--- src/rtl/tetris_vga_pkg.sv ---
// Shared constants for the Tetris VGA drawing path: screen geometry,
// 3-bit colour codes, scanner state encoding and the shape-mask bit convention.
package tetris_vga_pkg;

  localparam int SCREEN_W          = 160;
  localparam int SCREEN_H          = 120;
  localparam int CELL_LOG2_DEFAULT = 2;

  localparam logic [2:0] COLOUR_BLACK   = 3'b000;
  localparam logic [2:0] COLOUR_BLUE    = 3'b001;
  localparam logic [2:0] COLOUR_GREEN   = 3'b010;
  localparam logic [2:0] COLOUR_CYAN    = 3'b011;
  localparam logic [2:0] COLOUR_RED     = 3'b100;
  localparam logic [2:0] COLOUR_MAGENTA = 3'b101;
  localparam logic [2:0] COLOUR_YELLOW  = 3'b110;
  localparam logic [2:0] COLOUR_WHITE   = 3'b111;

  typedef enum logic {
    ST_IDLE = 1'b0,
    ST_SCAN = 1'b1
  } plot_state_e;

  // Shape mask bit index: row 0 is the top row, col 0 the left column.
  function automatic logic [3:0] shape_bit_idx(input logic [1:0] row, input logic [1:0] col);
    return {row, col};
  endfunction

endpackage

--- src/rtl/pixel_scan_counter.sv ---
// Row-major pixel walker over the piece footprint: px inner, py outer.
// last flags the final pixel (both counters at their maximum).
module pixel_scan_counter #(
  parameter int W = 4
) (
  input  logic         Clock,
  input  logic         Resetn,
  input  logic         clr,
  input  logic         en,
  output logic [W-1:0] px,
  output logic [W-1:0] py,
  output logic         last
);

  logic [W-1:0] px_q, px_d;
  logic [W-1:0] py_q, py_d;

  // Next count: clear wins over enable; py steps when px wraps.
  always_comb begin
    px_d = px_q;
    py_d = py_q;
    if (clr) begin
      px_d = '0;
      py_d = '0;
    end else if (en) begin
      px_d = px_q + 1'b1;
      if (px_q == '1) py_d = py_q + 1'b1;
    end
  end

  // Counter registers with synchronous reset.
  always_ff @(posedge Clock) begin
    if (!Resetn) begin
      px_q <= '0;
      py_q <= '0;
    end else begin
      px_q <= px_d;
      py_q <= py_d;
    end
  end

  assign px   = px_q;
  assign py   = py_q;
  assign last = (px_q == '1) && (py_q == '1);

endmodule

--- src/rtl/piece_plotter.sv ---
// Piece footprint plotter: on req, walks the 4x4-cell footprint one pixel per
// clock and drives registered x/y/colour/plot to the VGA adapter.
//
// state | meaning
// IDLE  | waiting for req; counter held at (0,0); plot low, position/colour held
// SCAN  | issuing one footprint pixel per clock; leaves after the last pixel
module piece_plotter
  import tetris_vga_pkg::*;
#(
  parameter int CELL_LOG2 = CELL_LOG2_DEFAULT
) (
  input  logic        Clock,
  input  logic        Resetn,
  input  logic        req,
  input  logic        erase,
  input  logic [7:0]  x0,
  input  logic [6:0]  y0,
  input  logic [15:0] shape,
  input  logic [2:0]  colour,
  output logic [7:0]  VGA_X,
  output logic [6:0]  VGA_Y,
  output logic [2:0]  VGA_COLOR,
  output logic        plot,
  output logic        busy,
  output logic        done
);

  localparam int CW = 2 + CELL_LOG2;
  localparam logic [8:0] SCREEN_W_X = 9'(SCREEN_W);
  localparam logic [7:0] SCREEN_H_Y = 8'(SCREEN_H);

  plot_state_e state_q, state_d;

  logic [7:0]  x0_q, x0_d;
  logic [6:0]  y0_q, y0_d;
  logic [15:0] shape_q, shape_d;
  logic [2:0]  col_q, col_d;

  logic [7:0]  vga_x_q, vga_x_d;
  logic [6:0]  vga_y_q, vga_y_d;
  logic [2:0]  vga_c_q, vga_c_d;
  logic        plot_q, plot_d;
  logic        busy_q, busy_d;
  logic        done_q, done_d;

  logic          cnt_clr, cnt_en, cnt_last;
  logic [CW-1:0] px, py;
  logic [1:0]    cell_col, cell_row;
  logic          inmask;
  logic [8:0]    sx;
  logic [7:0]    sy;

  pixel_scan_counter #(.W(CW)) u_scan (
    .Clock  (Clock),
    .Resetn (Resetn),
    .clr    (cnt_clr),
    .en     (cnt_en),
    .px     (px),
    .py     (py),
    .last   (cnt_last)
  );

  assign cell_col = px[CW-1:CELL_LOG2];
  assign cell_row = py[CW-1:CELL_LOG2];
  assign inmask   = shape_q[shape_bit_idx(cell_row, cell_col)];
  assign sx       = {1'b0, x0_q} + 9'(px);
  assign sy       = {1'b0, y0_q} + 8'(py);

  // Next-state, request latch and counter control.
  always_comb begin
    state_d = state_q;
    x0_d    = x0_q;
    y0_d    = y0_q;
    shape_d = shape_q;
    col_d   = col_q;
    cnt_clr = 1'b0;
    cnt_en  = 1'b0;
    case (state_q)
      ST_IDLE: begin
        cnt_clr = 1'b1;
        if (req) begin
          state_d = ST_SCAN;
          x0_d    = x0;
          y0_d    = y0;
          shape_d = shape;
          col_d   = erase ? COLOUR_BLACK : colour;
        end
      end
      ST_SCAN: begin
        cnt_en = 1'b1;
        if (cnt_last) state_d = ST_IDLE;
      end
      default: state_d = ST_IDLE;
    endcase
  end

  // Pixel outputs; done fires on the first idle cycle after a scan.
  always_comb begin
    vga_x_d = vga_x_q;
    vga_y_d = vga_y_q;
    vga_c_d = vga_c_q;
    plot_d  = 1'b0;
    busy_d  = (state_q == ST_SCAN);
    done_d  = (state_q == ST_IDLE) && busy_q;
    if (state_q == ST_SCAN) begin
      vga_x_d = sx[7:0];
      vga_y_d = sy[6:0];
      vga_c_d = col_q;
      plot_d  = inmask && (sx < SCREEN_W_X) && (sy < SCREEN_H_Y);
    end
  end

  // State, latched request and output registers.
  always_ff @(posedge Clock) begin
    if (!Resetn) begin
      state_q <= ST_IDLE;
      x0_q    <= '0;
      y0_q    <= '0;
      shape_q <= '0;
      col_q   <= '0;
      vga_x_q <= '0;
      vga_y_q <= '0;
      vga_c_q <= '0;
      plot_q  <= 1'b0;
      busy_q  <= 1'b0;
      done_q  <= 1'b0;
    end else begin
      state_q <= state_d;
      x0_q    <= x0_d;
      y0_q    <= y0_d;
      shape_q <= shape_d;
      col_q   <= col_d;
      vga_x_q <= vga_x_d;
      vga_y_q <= vga_y_d;
      vga_c_q <= vga_c_d;
      plot_q  <= plot_d;
      busy_q  <= busy_d;
      done_q  <= done_d;
    end
  end

  assign VGA_X     = vga_x_q;
  assign VGA_Y     = vga_y_q;
  assign VGA_COLOR = vga_c_q;
  assign plot      = plot_q;
  assign busy      = busy_q;
  assign done      = done_q;

endmodule

--- config.mk ---
export PLATFORM = sky130hd
export DESIGN_NAME = piece_plotter
export DESIGN_NICKNAME = d
export VERILOG_FILES = /design/src/rtl/tetris_vga_pkg.sv /design/src/rtl/pixel_scan_counter.sv /design/src/rtl/piece_plotter.sv
export SDC_FILE = /design/constraint.sdc
export NUM_CORES = 1
export LEC_CHECK = 0
export BUFFER_PORTS_ARGS = -buffer_cell sky130_fd_sc_hd__buf_2
export CELL_PAD_IN_SITES_DETAIL_PLACEMENT = 1
export CELL_PAD_IN_SITES_GLOBAL_PLACEMENT = 1
export CORE_ASPECT_RATIO = 2
export CORE_MARGIN = 2
export CORE_UTILIZATION = 43
export CTS_CLUSTER_DIAMETER = 30
export CTS_CLUSTER_SIZE = 12
export DETAILED_ROUTE_END_ITERATION = 8
export PLACE_DENSITY_LB_ADDON = 0.1
export SLEW_MARGIN = 20
export SYNTH_ARGS = -nofsm -noshare
export SYNTH_HDL_FRONTEND = slang
export SYNTH_SLANG_ARGS = --single-unit
--- constraint.sdc ---
create_clock -name Clock -period 5.6 [get_ports Clock]
set_clock_uncertainty 0.1 [all_clocks]
set_input_delay 0.56 -clock Clock [delete_from_list [all_inputs] [get_ports Clock]]
set_output_delay 0.56 -clock Clock [all_outputs]
set_load 0.1 [all_outputs]
# [After elaboration in Yosys (flattened, before gate mapping)]
# Cells that the tools add are included.
[classes] muxes=7 n_eq_ne=2 reduce_logical=7 bitwise=1 order_cmp=3 add_sub_neg=4
[ops] cell="8-bit by 4-bit adder with 9-bit output" count=1
[ops] cell="9-bit by 8-bit less-than comparator with 1-bit output (second input constant)" count=1
[ops] cell="4-bit by 1-bit adder with 4-bit output (second input constant)" count=2
[ops] cell="7-bit by 4-bit adder with 8-bit output" count=1
[ops] cell="4-bit equality test (second input constant)" count=2
[ops] cell="8-bit by 7-bit less-than comparator with 1-bit output (second input constant)" count=1
[ops] cell="2-bit AND reduction" count=3
[ops] cell="4-bit by 5-bit less-than comparator with 1-bit output (second input constant)" count=1
[ops] cell="1-bit binary-select mux with 4-bit select" count=1
[ops] cell="1-bit logical AND" count=4
[ops] cell="1-bit two-way mux" count=4
[ops] cell="3-bit two-way mux" count=1
[ops] cell="1-bit case mux with 2 select lines" count=1
[ops] cell="1-bit NOT" count=1
[word_totals] word_cells=37 reg_bits=64 output_inout_bits=21 inputBits=38

# [Logic depth before layout (Yosys ltp)]
[depth] depth_word=4 ltp_mapped=8 depth_no_buf=8

# [Hierarchy]
# From an unflattened synthesis, not the netlist that was laid out.
[unflattened] cells_unflattened=325 area_unflattened_um2=2996.6
[by_module_without_submodules] mod="piece_plotter" area_each_um2=2637.5 n_inst=1 cells_per_inst=287 seq_area_each_um2=1121.1
[by_module_without_submodules] mod="pixel_scan_counter" area_each_um2=359.1 n_inst=1 cells_per_inst=38 seq_area_each_um2=160.2

# [Worst setup path before layout]
# Ideal clock, no wire load.
[synth_timing] path_type="register to register" startpoint="register u_scan.px_q[0], in the netlist u_scan.px[0]" endpoint="register plot_q, in the netlist plot" synth_period_minus_slack_ns=2.070 t_required_ns=5.372 t_arrival_ns=1.842 path_buffers=0 setup_time_ns=0.128 setup_slack_ns=3.530 stages_incl_launch_ff=9 path_cell_list="dfxtp_1 ha_1 inv_1 fa_1 nand2b_1 a21oi_1 a21oi_1 a221oi_1 nor4_1"
[synth_via] elab_chain_cells=4
[synth_lines] item="start: declaration" line="pixel_scan_counter.sv:15" text="logic [W-1:0] px_q, px_d;"
[synth_lines] item="start signal: assignment" line="pixel_scan_counter.sv:37" text="px_q <= px_d;"
[synth_lines] item="8-bit by 4-bit adder with 9-bit output" line="piece_plotter.sv:66" text="assign sx = {1'b0, x0_q} + 9'(px);"
[synth_lines] item="9-bit by 8-bit less-than comparator with 1-bit output" line="piece_plotter.sv:109" text="plot_d = inmask && (sx < SCREEN_W_X) && (sy < SCREEN_H_Y);"
[synth_lines] item="1-bit logical AND (2 in a row)" line="piece_plotter.sv:109"
[synth_lines] item="end signal: assignment" line="piece_plotter.sv:136" text="plot_q <= plot_d;"
[synth_lines] item="end: declaration" line="piece_plotter.sv:42" text="logic plot_q, plot_d;"
# No other way between the ends.
# A chain may end at the register's enable or synchronous reset.

# [Final worst setup path]
# Same ends and word-level chain as after synthesis.

==> summary.txt <==
Clocking
  • Hold Buf Count CTS: 0
  • CTS clk-pin slew, worst paths: 0.05 ns
  • Worst-Skew Late Latency: 0.32 ns
  • PostCTS Resize Cnt: 0
  • Clock root buffer: clkbuf_16
  • Clk sinks: 64
  • Buffer count from post-CTS setup fixing: 0
  • Clk buf depth: 2
  • CTS tree: yes
  • Max H-tree Level: 3
  • CTS buffer count: 9

Power and ir drop
  • Pwr dens: 333.1 mW/mm^2
  • IR drop worst, VDD: 216.8 uV
  • Lkg Pwr: 1.464 nW

Placement
  • RePlAce Congestion: 0.7850
  • Placed cells: 456
  • Post-DP HPWL: 5055 um
  • I/O Buffers: 58
  • DP Area: 0.003168 mm^2

Drt
  • Post-Route WL: 6948 um
  • Uppermost layer routed: met4
  • M1 WL: 2485 um
  • WL met2: 4089 um
  • Starting DRT DRC Count: 72
  • Vias: 2440
  • First-pass DRT Iterations: 2
  • Routed wl met3: 206 um
  • DR WL/cell: 14.75 um
  • Via density: 5.180
  • DRC errors left: 0
  • Routed Antenna Nets: 0

STA
  • Min Tclk post-route: 2.383 ns
  • Final setup viols: 0
  • Period utilization: 42.55%
  • FMAX: 419.7 MHz
  • Final Max Slew Viols: 0
  • Endpoints failing hold: 0
  • RSZ-0062 raised after global routing: no
  • Post-route setup TNS: 0 ns
  • Max-Slew Margin vs Limit: 58.44%
  • Worst Max-Slew Pin Slew: 0.6226 ns

Synthesis
  • Post-synth EDFFs: 0
  • Unique masters post-synth: 37
  • Netlist Area Pre-Place: 0.002823 mm^2
  • Ys flop type: dfxtp_1
  • Cells after Synth: 327
  • Synth Area per Inst: 8.632 um^2
  • Seq/Total Area, Yosys: 45.39%
  • Post-synth ARST share: 0%
  • Yosys reg bits: 64
  • Syn nets: 377
  • Yosys Warn Count: 0

Die
  • Top Ports: 59
  • Full die area: 0.007268 mm^2
  • Core area: 0.006310 mm^2
  • Starting Density: 44.74%
  • Rows: 41
  • Die height: 118.6 um
  • Die W: 61.29 um

Final layout
  • Number of diodes: 0
  • Most frequent cells in the layout: nand2_1 (74), dfxtp_1 (64), buf_2 (58)
  • Post-Layout Cell Count: 471
  • Most common cell after layout, fill and taps aside: nand2_1
  • Area grow syn2layout: 21.72%
  • Ratio of cells with drive above 1 in the final layout: 19.74%
  • Final instance area: 0.003436 mm^2
  • Final nets: 431

Critical path
  • Critical path startpoint category: register
  • Crit path kind: register to register
  • Largest fanout on the critical path: 5
  • Worst EP arrival: 2.48 ns
  • Critical Path RT: 5.70 ns
  • CP endpoint kind: register

Global routing
  • Vias in the first global route: 2547
  • First-pass GRT wire length: 11380 um
  • Largest net degree at the start of global routing: 36
  • Global Route Usage Sum: 21.23%
  • Total grt overflow: 0
  • Initial antenna violation count: 0

Worst hold path
  • HP Class: register to register

Flow run
  • Max-cap violations: 0

Status
  • Outcome: completed
==> cells in the mapped netlist, types with 4 or more instances <==
cell | count | share of area, %
nor2_1 | 26 | 3.5
xnor2_1 | 7 | 2.2
a21oi_1 | 44 | 7.8
a211oi_1 | 6 | 1.6
buf_2 | 5 | 0.89
mux2i_1 | 12 | 4.3
clkbuf_1 | 12 | 1.6
ha_1 | 10 | 4.4
dfxtp_1 | 64 | 45
xor2_1 | 7 | 2.2
o21ai_0 | 10 | 1.8
nand2_1 | 74 | 9.8
inv_1 | 11 | 1.5
mux4_1 | 4 | 3.7
nand3_1 | 5 | 0.89
==> worst paths after layout <==
kind	startpoint	to	slack, ns	depth (start not counted)
hold / removal	busy$_SDFF_PN0_	done$_SDFF_PN0_	0.35	2
hold reg to reg	busy$_SDFF_PN0_	done$_SDFF_PN0_	0.35	2
setup / recovery	u_scan.px[0]$_SDFFE_PN0P_	plot$_SDFF_PN0_	3.22	8
setup reg to reg	u_scan.px[0]$_SDFFE_PN0P_	plot$_SDFF_PN0_	3.22	8
==> layer usage <==
layer | up-vias | GRT usage, %
met5 | - | 0
met4 | 0 | 9.918
met3 | 13 | 4.376
met2 | 50 | 39.43
met1 | 1165 | 20.44
li1 | 1212 | -
==> final cells by class <==
cell class,count,area (um^2)
Fill cell,784,2874
Multi-Input combinational cell,233,1418
Sequential cell,64,1281
Timing Repair Buffer,62,320.3
Clock buffer,15,267.8
Tap cell,86,107.6
Inverter,11,41.29
==> metrics by stage <==
step                hold slack (ns)  utilization [%]  power [mW]  setup slack (ns)
floorplan                    0.3315                -      0.6108             3.530
global placement             0.3198            50.21      0.6476             3.363
detailed placement           0.3439            50.21      0.6523             3.206
CTS                          0.3510            54.45       1.162             3.190
global route                 0.3670            54.45       1.195             3.056
finish                       0.3480            54.45       1.144             3.217
==> registers in the layout, indices dropped and copies added (netlist names) <==
register	count
VGA_COLOR	3
VGA_X	8
VGA_Y	7
busy	1
busy_d	1
col_q	3
done	1
plot	1
shape_q	16
u_scan.px	4
u_scan.py	4
x0_q	8
y0_q	7
==> kinds of logic after synthesis <==
family / after synthesis / share of synthesized area, %
and+or+nand+nor: 121 / 17.91
AOI/OAI and AO/OA: 69 / 13.65
buffers and inverters: 30 / 4.477
adders and majority gates: 12 / 5.851
muxes: 17 / 8.378
xor gates and xnor gates: 14 / 4.344
DFF: 64 / 45.39
==> worst max-delay path: stages, from the launching register on <==
cell,delay (ns)
dfxtp_1,0.38
ha_1,0.21
inv_1,0.07
fa_1,0.40
nand2b_1,0.16
a21oi_1,0.36
a21oi_1,0.14
a221oi_1,0.32
nor4_1,0.11
==> power by group <==
group | total (mW) | switching (mW) | internal [mW]
logic | 0.145 | 0.102 | 0.0422
registers | 0.496 | 0.0167 | 0.479
clock network | 0.504 | 0.183 | 0.321
(Power assumes the default switching activity.)
